**config.mk**
```make
export PLATFORM = sky130hd
export DESIGN_NAME = ppu_sum_acc
export DESIGN_NICKNAME = d
export VERILOG_FILES = /design/src/rtl/ppu_pkg.sv /design/src/rtl/ppu_sum_acc.sv
export SDC_FILE = /design/constraint.sdc
export NUM_CORES = 1
export LEC_CHECK = 0
export BUFFER_PORTS_ARGS = -buffer_cell sky130_fd_sc_hd__buf_4
export CAP_MARGIN = 20
export CORE_MARGIN = 5
export CORE_UTILIZATION = 55
export CTS_CLUSTER_SIZE = 40
export DETAILED_ROUTE_END_ITERATION = 12
export PLACE_DENSITY = 0.78
export SETUP_SLACK_MARGIN = 0.02
export SLEW_MARGIN = 20
export SYNTH_ARGS = -nofsm -noshare
export SYNTH_HDL_FRONTEND = slang
export SYNTH_SLANG_ARGS = --single-unit
```
**constraint.sdc**
```tcl
create_clock -name clk -period 4.2 [get_ports clk]
set_clock_uncertainty 0.1 [all_clocks]
set_input_delay 1.05 -clock clk [delete_from_list [all_inputs] [get_ports clk]]
set_output_delay 1.05 -clock clk [all_outputs]
set_load 0.005 [all_outputs]
```
**src/rtl/ppu_pkg.sv**
```systemverilog
// Shared PPU definitions: accumulator state encoding and the unsigned
// saturating add used by both the adder tree and the sum accumulator.
package ppu_pkg;

    typedef enum logic [1:0] {
        ST_IDLE  = 2'd0,
        ST_ACCUM = 2'd1,
        ST_HOLD  = 2'd2
    } ppu_state_e;

    localparam int SAT_MAXW = 32;

    // Add at width w (w <= SAT_MAXW) and clamp to all-ones on carry out of bit w-1.
    // Result bit SAT_MAXW is the carry (saturation) flag.
    function automatic logic [SAT_MAXW:0] sat_add(
        input logic [SAT_MAXW-1:0] a,
        input logic [SAT_MAXW-1:0] b,
        input int unsigned         w
    );
        logic [SAT_MAXW:0]   tmp;
        logic [SAT_MAXW-1:0] ones;
        tmp  = {1'b0, a} + {1'b0, b};
        ones = {SAT_MAXW{1'b1}} >> (SAT_MAXW - w);
        if (tmp[w]) begin
            return {1'b1, ones};
        end
        return {1'b0, tmp[SAT_MAXW-1:0] & ones};
    endfunction

endpackage

```
**src/rtl/ppu_sum_acc.sv**
```systemverilog
// Frame accumulator behind the PPU adder tree: saturating sum of the beats of
// a frame, presented with beat count and sat/overrun flags on a valid/ready port.
module ppu_sum_acc
    import ppu_pkg::*;
#(
    parameter int DATA_WIDTH = 8,
    parameter int MAX_BEATS  = 16,
    parameter int CNT_WIDTH  = $clog2(MAX_BEATS + 1)
) (
    input  logic                  clk,
    input  logic                  rst,
    input  logic                  s_valid,
    output logic                  s_ready,
    input  logic [DATA_WIDTH-1:0] s_sum,
    input  logic                  s_last,
    output logic                  m_valid,
    input  logic                  m_ready,
    output logic [DATA_WIDTH-1:0] m_sum,
    output logic [CNT_WIDTH-1:0]  m_beats,
    output logic                  m_sat,
    output logic                  m_overrun
);

    ppu_state_e            state_q, state_d;
    logic [DATA_WIDTH-1:0] acc_q, acc_d;
    logic [CNT_WIDTH-1:0]  cnt_q, cnt_d;
    logic                  sat_q, sat_d;
    logic [DATA_WIDTH-1:0] m_sum_q, m_sum_d;
    logic [CNT_WIDTH-1:0]  m_beats_q, m_beats_d;
    logic                  m_sat_q, m_sat_d;
    logic                  m_overrun_q, m_overrun_d;

    logic                       first_beat;
    logic [DATA_WIDTH-1:0]      base;
    logic [SAT_MAXW:0]          add_r;
    logic                       add_carry;
    logic [SAT_MAXW-DATA_WIDTH-1:0] add_hi_unused;
    logic [DATA_WIDTH-1:0]      add_sum;
    logic [CNT_WIDTH-1:0]       cnt_next;
    logic                       sat_next;
    logic                       accept;
    logic                       close;

    // s_ready depends on registered state only, never on m_ready.
    assign s_ready    = !rst && (state_q != ST_HOLD);
    assign accept     = s_valid && s_ready;
    assign first_beat = (state_q == ST_IDLE);

    assign base  = first_beat ? '0 : acc_q;
    assign add_r = sat_add(SAT_MAXW'(base), SAT_MAXW'(s_sum), unsigned'(DATA_WIDTH));
    assign {add_carry, add_hi_unused, add_sum} = add_r;

    assign cnt_next = (first_beat ? '0 : cnt_q) + CNT_WIDTH'(1);
    assign sat_next = (first_beat ? 1'b0 : sat_q) | add_carry;
    assign close    = accept && (s_last || (cnt_next == CNT_WIDTH'(MAX_BEATS)));

    always_comb begin
        state_d     = state_q;
        acc_d       = acc_q;
        cnt_d       = cnt_q;
        sat_d       = sat_q;
        m_sum_d     = m_sum_q;
        m_beats_d   = m_beats_q;
        m_sat_d     = m_sat_q;
        m_overrun_d = m_overrun_q;
        case (state_q)
            ST_IDLE, ST_ACCUM: begin
                if (accept) begin
                    acc_d = add_sum;
                    cnt_d = cnt_next;
                    sat_d = sat_next;
                    if (close) begin
                        state_d     = ST_HOLD;
                        m_sum_d     = add_sum;
                        m_beats_d   = cnt_next;
                        m_sat_d     = sat_next;
                        m_overrun_d = !s_last;
                    end else begin
                        state_d = ST_ACCUM;
                    end
                end
            end
            ST_HOLD: begin
                if (m_ready) begin
                    state_d = ST_IDLE;
                end
            end
            default: begin
                state_d = ST_IDLE;
            end
        endcase
    end

    always_ff @(posedge clk) begin
        if (rst) begin
            state_q     <= ST_IDLE;
            acc_q       <= '0;
            cnt_q       <= '0;
            sat_q       <= 1'b0;
            m_sum_q     <= '0;
            m_beats_q   <= '0;
            m_sat_q     <= 1'b0;
            m_overrun_q <= 1'b0;
        end else begin
            state_q     <= state_d;
            acc_q       <= acc_d;
            cnt_q       <= cnt_d;
            sat_q       <= sat_d;
            m_sum_q     <= m_sum_d;
            m_beats_q   <= m_beats_d;
            m_sat_q     <= m_sat_d;
            m_overrun_q <= m_overrun_d;
        end
    end

    assign m_valid   = (state_q == ST_HOLD);
    assign m_sum     = m_sum_q;
    assign m_beats   = m_beats_q;
    assign m_sat     = m_sat_q;
    assign m_overrun = m_overrun_q;

endmodule

```
-- Word level (Yosys, flattened, before mapping)
Index checks and enable logic that the tools add are counted.
- register bits after elaboration: 31
- latch bits: 0
- bits in writable memories: 0
- ROM bits: 0
- input bits: 13
- output and inout bits: 17
- memories kept: 0
- $add $sub $neg: 2
- multiply operators: 0
- divide/modulo/power cells: 0
- order comparisons: 0
- equality and inequality tests: 6
- shift operators: 0
- multiplexer cells: 10
- bitwise operators: 1
- reductions and logical operators: 11
- operator list (kind ; number):
    $mux W33 ; 2
    $add A8 B8 Y9 ; 1
    $mux W8 ; 1
    $mux W2 ; 3
    $add A5 B1 Y5 const B ; 1
    $eq A5 B5 Y1 const B ; 1
    $mux W5 ; 1
    $ne A2 B2 Y1 const B ; 2
    $pmux W2 S2 ; 1
    $reduce_and A2 Y1 ; 2
    $logic_and A1 B1 Y1 ; 3
    $reduce_and A3 Y1 ; 1
    $eq A2 B1 Y1 const B ; 1
    $eq A2 B2 Y1 const B ; 1
    $logic_not A1 Y1 ; 2
    $logic_not A2 Y1 ; 1
    $mux W1 ; 2
    $ne A2 B1 Y1 const B ; 1
    $reduce_or A2 Y1 ; 1
    $logic_or A1 B1 Y1 ; 1
    $or A1 B1 Y1 ; 1

-- Logic depth before layout (Yosys ltp)
Gate-level depths: netlist of run 1.
- depth in word-level cells: 9
- depth in mapped cells: 12
- mapped depth without buffers: 9

-- Least setup slack after synthesis of run 1
Ideal clock, no wire load.
- path type: register -> register
- start point: register state_q[1]
- end point: register acc_q[7]
- library setup time: 0.137 ns
- arrival: 2.774 ns
- required time: 3.963 ns
- path slack: 1.188 ns
- cell stages (with the launch flop): 12
- period minus slack after synthesis: 3.012 ns
- cells stage by stage: dfxtp_1 or2_1 clkbuf_1 clkbuf_1 and2_1 ha_1 fa_1 a21o_1 a221oi_2 a21oi_2 nor4_1 a211oi_1
- cells in the longest elaborated chain, start to end: 5
- elaborated cells between the ends (all ways): 11
- classes of those cells: add/sub (1); eq/ne (2); mux (3); reduce/logical (5)
- RTL lines (what ; line ; text):
    start: declaration ; ppu_sum_acc.sv:24 ; ppu_state_e state_q, state_d;
    start signal: assignment ; ppu_sum_acc.sv:105 ; state_q <= state_d;
    $logic_not A2 Y1 ; ppu_sum_acc.sv:47, ppu_sum_acc.sv:66 ;
    $mux W8 ; ppu_sum_acc.sv:49 ; assign base = first_beat ? '0 : acc_q;
    $add A8 B8 Y9 ; ppu_pkg.sv:22 ; tmp = {1'b0, a} + {1'b0, b};
    $mux W1 ; ppu_pkg.sv:24 ; if (tmp[w]) begin
    $mux W33 ; ppu_pkg.sv:27 ; return {1'b0, tmp[SAT_MAXW-1:0] & ones};
    end signal: assignment ; ppu_sum_acc.sv:97 ; acc_q <= '0;
    end signal: assignment ; ppu_sum_acc.sv:106 ; acc_q <= acc_d;
    end: declaration ; ppu_sum_acc.sv:25 ; logic [DATA_WIDTH-1:0] acc_q, acc_d;
Parallel ways exist; a longest one is shown, timed or not.
A chain may end at the register's enable or synchronous reset.

-- Final worst setup path of run 1
- start point: register state_q[1]
- end point: register m_sum_q[7], in the netlist m_sum[7]
- cells in the longest elaborated chain, start to end: 7
- elaborated cells between the ends (all ways): 16
- classes of those cells: add/sub (2); eq/ne (3); mux (4); reduce/logical (7)
- RTL lines (what ; line ; text):
    $logic_not A2 Y1 ; ppu_sum_acc.sv:47, ppu_sum_acc.sv:66 ;
    $mux W5 ; ppu_sum_acc.sv:53 ; assign cnt_next = (first_beat ? '0 : cnt_q) + CNT_WIDTH'(1);
    $add A5 B1 Y5 ; ppu_sum_acc.sv:53 ;
    $eq A5 B5 Y1 ; ppu_sum_acc.sv:55 ; assign close = accept && (s_last || (cnt_next == CNT_WIDTH'(MAX_BEATS)));
    $logic_or A1 B1 Y1 ; ppu_sum_acc.sv:55 ;
    $logic_and A1 B1 Y1 ; ppu_sum_acc.sv:55 ;
    $reduce_and A3 Y1 (no line) ; -- ;
    end signal: assignment ; ppu_sum_acc.sv:109 ; m_sum_q <= m_sum_d;
    end: declaration ; ppu_sum_acc.sv:28 ; logic [DATA_WIDTH-1:0] m_sum_q, m_sum_d;
Parallel ways exist; a longest one is shown, timed or not.

==> reports/results.ini, run 1 <==
[clocking]
post_cts_resized = 0
ctsHoldBuffers = 0
cts_tree = built
cts_inserted_buffers = 5
path_clk_slew_ps = 90
cts_sinks = 31
insertion_delay_ps = 330
h-tree-depth = 2
cts_buffer_depth = 2
cts_root_buffer = clkbuf_4
cts_setup_buffers = 0

[route]
dr_total_vias = 1518
drtAntennaViolNets = 0
wire_per_inst_um = 13.2
drt_iter0_markers = 73
routed_wl_um = 3670
drc = 0
viasPerCell = 5.48
dr.pass1.iters = 4

[logic_synthesis]
ys_warn_count = 0
synth_edf_count = 0
syn-instance-count = 211
ys_types = 41
synth_nets = 234
synth_seq_cells = 31
synth_flop_cell = dfxtp_1
async_flop_share_pct = 0
ys_seq_area_share_pct = 35.7
syn_area_per_cell_um2 = 8.23
synthesis.area_um2 = 1740

[global_route]
grt_pass1_wl_um = 6220
grt_max_degree = 35
grt_overflow = 0
first_global_vias = 1435
grt_antenna_before_repair = 0
grt.total_usage_pct = 18.4

[timing]
hold_viol_final = 0
slew_headroom_pct = 37.5
worst_pin_slew_ps = 938
whs_ps = 356
fin_crit_sh_pct = 79.2
fmax_mhz = 301
setup_viol = 0
final_max_slew_viol_count = 0
fin_setup_tns_ps = 0
rsz0062_at_grt = false
fin_crit_ps = 3330

[power_and_ir_drop]
p_per_area_nw_per_um2 = 292
ir_drop_uv = 205
p_leak_nw = 0.870

[floorplanning]
io_pins = 30
coreArea_um2 = 3050
die_x_um = 66.2
dieArea_um2 = 4380
floorplan.initialDensity_pct = 56.9
core.rowCount = 20
die_h_um = 66.2

[job]
drv_cap = 0

[final_layout]
design_area_um2 = 2010
diodes = 0
mostFrequentLayoutCells = 33 x nor3_1, 31 x dfxtp_1, 30 x buf_4
final_nets = 256
final_common_cell = nor3_1
drive_gt1_share_pct = 18.5
area_growth_syn_to_layout_pct = 15.8

[setup_path]
critPathMaxStageDelay_ps = 450
path_max_fanout = 20
start_kind = flip-flop
required_ps = 4300
cp_top_family = simple AND/OR/NAND/NOR gates
cp-end-kind = flip-flop
critPathKind = reg -> reg
worstPathArrival_ps = 3430
cp_cell_sequence = or2_1 -> and2_1 -> ha_1 -> fa_1 -> a21o_1 -> a221oi_2 -> a21oi_2 -> nor4_1 -> a211oi_1
crit_buf_inv = 0
slowest_stage = or2_1
rrSetupSlack_ps = 870

[placed_design]
dpl.hpwl_um = 2560
gp_congestion = 0.782
portBuffers = 29
placed_area_um2 = 1950

[hold_path]
hold_path.class = reg -> reg

[outcome]
status = finished clean

[path summary, 6_finish.rpt]
path,from,end,cells past startpoint
worst max register to register,state_q[1],m_sum[7],9
worst min register to register,m_beats[2],m_beats[2],2
worst max-delay path,state_q[1],m_sum[7],9
worst min-delay path,m_beats[2],m_beats[2],2
[synth_stat cells (all sizes together), types with 5 or more instances]
library cell	number	area share [%]
a211oi	6	2.6
a21oi	16	5.0
and2	12	4.3
buf	6	1.7
clkbuf	9	1.9
dfxtp	31	36
ha	9	6.5
nand2	10	2.2
nor2	20	4.3
nor2b	11	4.0
nor3	33	9.5
o21ai	5	1.4
xor2	5	2.5
[per-stage QoR]
step	util, %	instances	setup slack [ps]	total power, W
final	65.9	277	873	0.000587
after global routing	65.9	277	569	0.000614
after CTS	65.9	277	894	0.000589
after detailed placement	64.0	270	831	0.000416
after global placement	64.0	270	880	0.000415
after floorplan	-	211	1190	0.000384
[flip-flops by register name, summed over array words and instances, names as in the netlist]
signal / cells
acc_q: 8
state_q: 2
m_beats: 5
cnt_q: 5
m_sum: 8
sat_q: 1
m_overrun: 1
m_sat: 1
[kinds of logic after synthesis]
group,count (synthesis),share of synthesized area [%]
AOI/OAI and AO/OA,40,15.9
xor gates and xnor gates,9,4.54
adders and majority gates,10,7.64
buffers and inverters,16,3.82
DFF,31,35.7
muxes,2,1.15
and+or+nand+nor,103,31.3
[power by group]
group          switching, W   total, W  internal (W)  leakage, nW
logic             0.0000521  0.0000956     0.0000434        0.583
registers        0.00000795   0.000314      0.000306        0.253
clock network     0.0000993   0.000177     0.0000775       0.0341
[routing by layer]
| layer | vias up | track usage (%) | share of wire (%) |
|---|---|---|---|
| met4 | 0 | 6.35 | 0.98 |
| li1 | 794 | - | - |
| met3 | 5 | 4.76 | 5.3 |
| met1 | 675 | 23.2 | 48 |
| met2 | 44 | 30.1 | 45 |
| met5 | - | 0 | 0 |
[area by class of cell]
| class | count | area (um^2) |
|---|---|---|
| multi-input combinational | 164 | 1050 |
| timing repair buffer | 30 | 225 |
| sequential | 31 | 621 |
| clock inverter | 1 | 5.00 |
| clock buffer | 6 | 51.3 |
| tap | 44 | 55.1 |
| fill | 277 | 1040 |
| inverter | 1 | 3.75 |
[tightest hold or removal path, delay by kind of cell, from the launching register on]
kind | cells | cell delay, ps
flip-flops | 1 | 320
AND/OR/NAND/NOR | 1 | 50
AO/OA/AOI/OAI | 1 | 50
No activity file was read; power rests on OpenSTA's default activity.
==> inputs of run 2 (changes only) <==
--- a/config.mk
+++ b/config.mk
@@ -8,10 +8,10 @@
 export BUFFER_PORTS_ARGS = -buffer_cell sky130_fd_sc_hd__buf_4
 export CAP_MARGIN = 20
 export CORE_MARGIN = 5
-export CORE_UTILIZATION = 55
+export CORE_UTILIZATION = 50
 export CTS_CLUSTER_SIZE = 40
 export DETAILED_ROUTE_END_ITERATION = 12
-export PLACE_DENSITY = 0.78
+export PLACE_DENSITY = 0.75
 export SETUP_SLACK_MARGIN = 0.02
 export SLEW_MARGIN = 20
 export SYNTH_ARGS = -nofsm -noshare
==> constraint.sdc (replaced) <==
create_clock -name clk -period 2.74 [get_ports clk]
set_clock_uncertainty 0.1 [all_clocks]
set_input_delay 0.685 -clock clk [delete_from_list [all_inputs] [get_ports clk]]
set_output_delay 0.685 -clock clk [all_outputs]
set_load 0.005 [all_outputs]
==> reports/results.ini, run 2 (synthesis results as in run 1) <==
[power_and_ir_drop]
p_per_area_nw_per_um2 = 411
sw_frac_of_total_pct = 28.9
intPower_w = 0.000656
seq_power_share_pct = 52.1
comb_power_share_pct = 19.8
switchingPower_w = 0.000267
ir_drop_uv = 312
finalPower_w = 0.000923
p_leak_nw = 0.956
p_clk_share_pct = 28.1

[setup_path]
critPathKind = reg -> reg
cp-end-kind = flip-flop
start_kind = flip-flop
worstPathArrival_ps = 2770
cp-startpoint = state_q[1]
path_max_fanout = 7
rr_startpoint = state_q[1]
required_ps = 2850

[route]
wire_per_inst_um = 13.5
drtAntennaViolNets = 0
viasPerCell = 5.49
drc = 0
dr_total_vias = 1613
routed_wl_um = 3980
drt_iter0_markers = 86
dr.pass1.iters = 4

[global_route]
met3_usage_pct = 5.83
grtUsageMet1_pct = 26.3
grt.busiest_layer = met2
grt_overflow = 0
grt.total_usage_pct = 18.7
grt_max_degree = 34
grt_antenna_before_repair = 0
first_global_vias = 1467
grtUsageMet2_pct = 26.4
grt_pass1_wl_um = 6600

[timing]
worst_pin_slew_ps = 343
fin_crit_sh_pct = 96.9
rsz0062_at_grt = true
slew_headroom_pct = 77.0
fin_ws_ps = 84.7
hold_viol_final = 0
setup_viol = 0
fin_crit_ps = 2660
final_max_slew_viol_count = 0
fmax_mhz = 377

[final_layout]
diodes = 0
finalNonFillerCells = 294
final_common_cell = buf_4
mostFrequentLayoutCells = 43 x buf_4, 29 x dfxtp_1, 22 x nor3_1
area_growth_syn_to_layout_pct = 29.3
fill_cells = 286
final_nets = 270
drive_gt1_share_pct = 30.6
design_area_um2 = 2250

[outcome]
status = finished clean

[clocking]
cts_inserted_buffers = 5
ctsHoldBuffers = 0
insertion_delay_ps = 330
cts_root_buffer = clkbuf_4
h-tree-depth = 2
path_clk_slew_ps = 110
cts_buffer_depth = 2
cts_sinks = 31
cts_tree = built

[hold_path]
hold_path.class = reg -> reg
min_from = m_beats[2]

[placed_design]
pre_cts_ws_ps = -9.78
dpl.hpwl_um = 2790
placed_area_um2 = 2110
gp_congestion = 0.842
portBuffers = 29
dpl.cell_count = 284

[floorplanning]
io_pins = 30
die_h_um = 68.9
die_x_um = 68.9
core.rowCount = 21
floorplan.initialDensity_pct = 52.0
coreArea_um2 = 3340
dieArea_um2 = 4750

[job]
drv_cap = 0

[run 2: cell count changes in the layout (fill, tap and decap cells not counted), sizes merged]
cell / delta
buf: +14
clkinvlp: +1
[run 2: area by class of cell]
class                   instances  area [um^2]  area share [%]
well taps                      46         57.6            2.56
flip-flops and latches         31          626            27.9
multi-input cells             164         1160            51.8
clock inverters                 2         12.5           0.557
clock buffers                   6         41.3            1.84
inverters                       1         3.75           0.167
repair buffers                 44          343            15.3
[run 2: what timing repair did]
item / in CTS / in global routing
setup buffers: 2 / 0
resized for setup: 2 / 9
endpoints found under the setup margin: 9 / 16
pin swaps: 1 / 2
[run 2: critical path: stages (launching register included)]
cell and delay, ps:
dfxtp_4 350, or2_4 270, and2_4 170, ha_4 160, fa_2 350, a21o_1 210, a221oi_4 340, a21oi_4 140
buf_4 190, nor3_1 180, nor3_1 70
[run 2: power groups by stage]
| stage | combinational, W | sequential [W] | clock [W] |
|---|---|---|---|
| after floorplan | 0.000112 | 0.000488 | 0 |
| after global placement | 0.000169 | 0.000491 | 0 |
| after detailed placement | 0.000171 | 0.000491 | 0 |
| after CTS | 0.000176 | 0.000480 | 0.000269 |
| after global routing | 0.000202 | 0.000484 | 0.000289 |
| final | 0.000183 | 0.000480 | 0.000259 |
[run 2: worst paths after layout]
kind                            slack, ps  cells past startpoint         end
worst max-delay path                   80                     10    acc_q[1]
worst min register to register        360                      2  m_beats[2]
worst max register to register         80                     10    acc_q[1]
worst min-delay path                  360                      2  m_beats[2]
[run 2: through the flow]
step | hold slack (ps) | TNS (ps) | util, %
after floorplan | 348 | -233 | -
after global placement | 342 | 0 | 63.3
after detailed placement | 345 | -9.78 | 63.3
after CTS | 360 | 0 | 65.9
after global routing | 388 | -26.2 | 67.3
final | 359 | 0 | 67.3
[run 2: routing by layer]
layer / share of wire [%] / vias up
li1: - / 821
met1: 49 / 739
met2: 43 / 45
met3: 6.0 / 8
met4: 1.6 / 0
met5: 0 / -
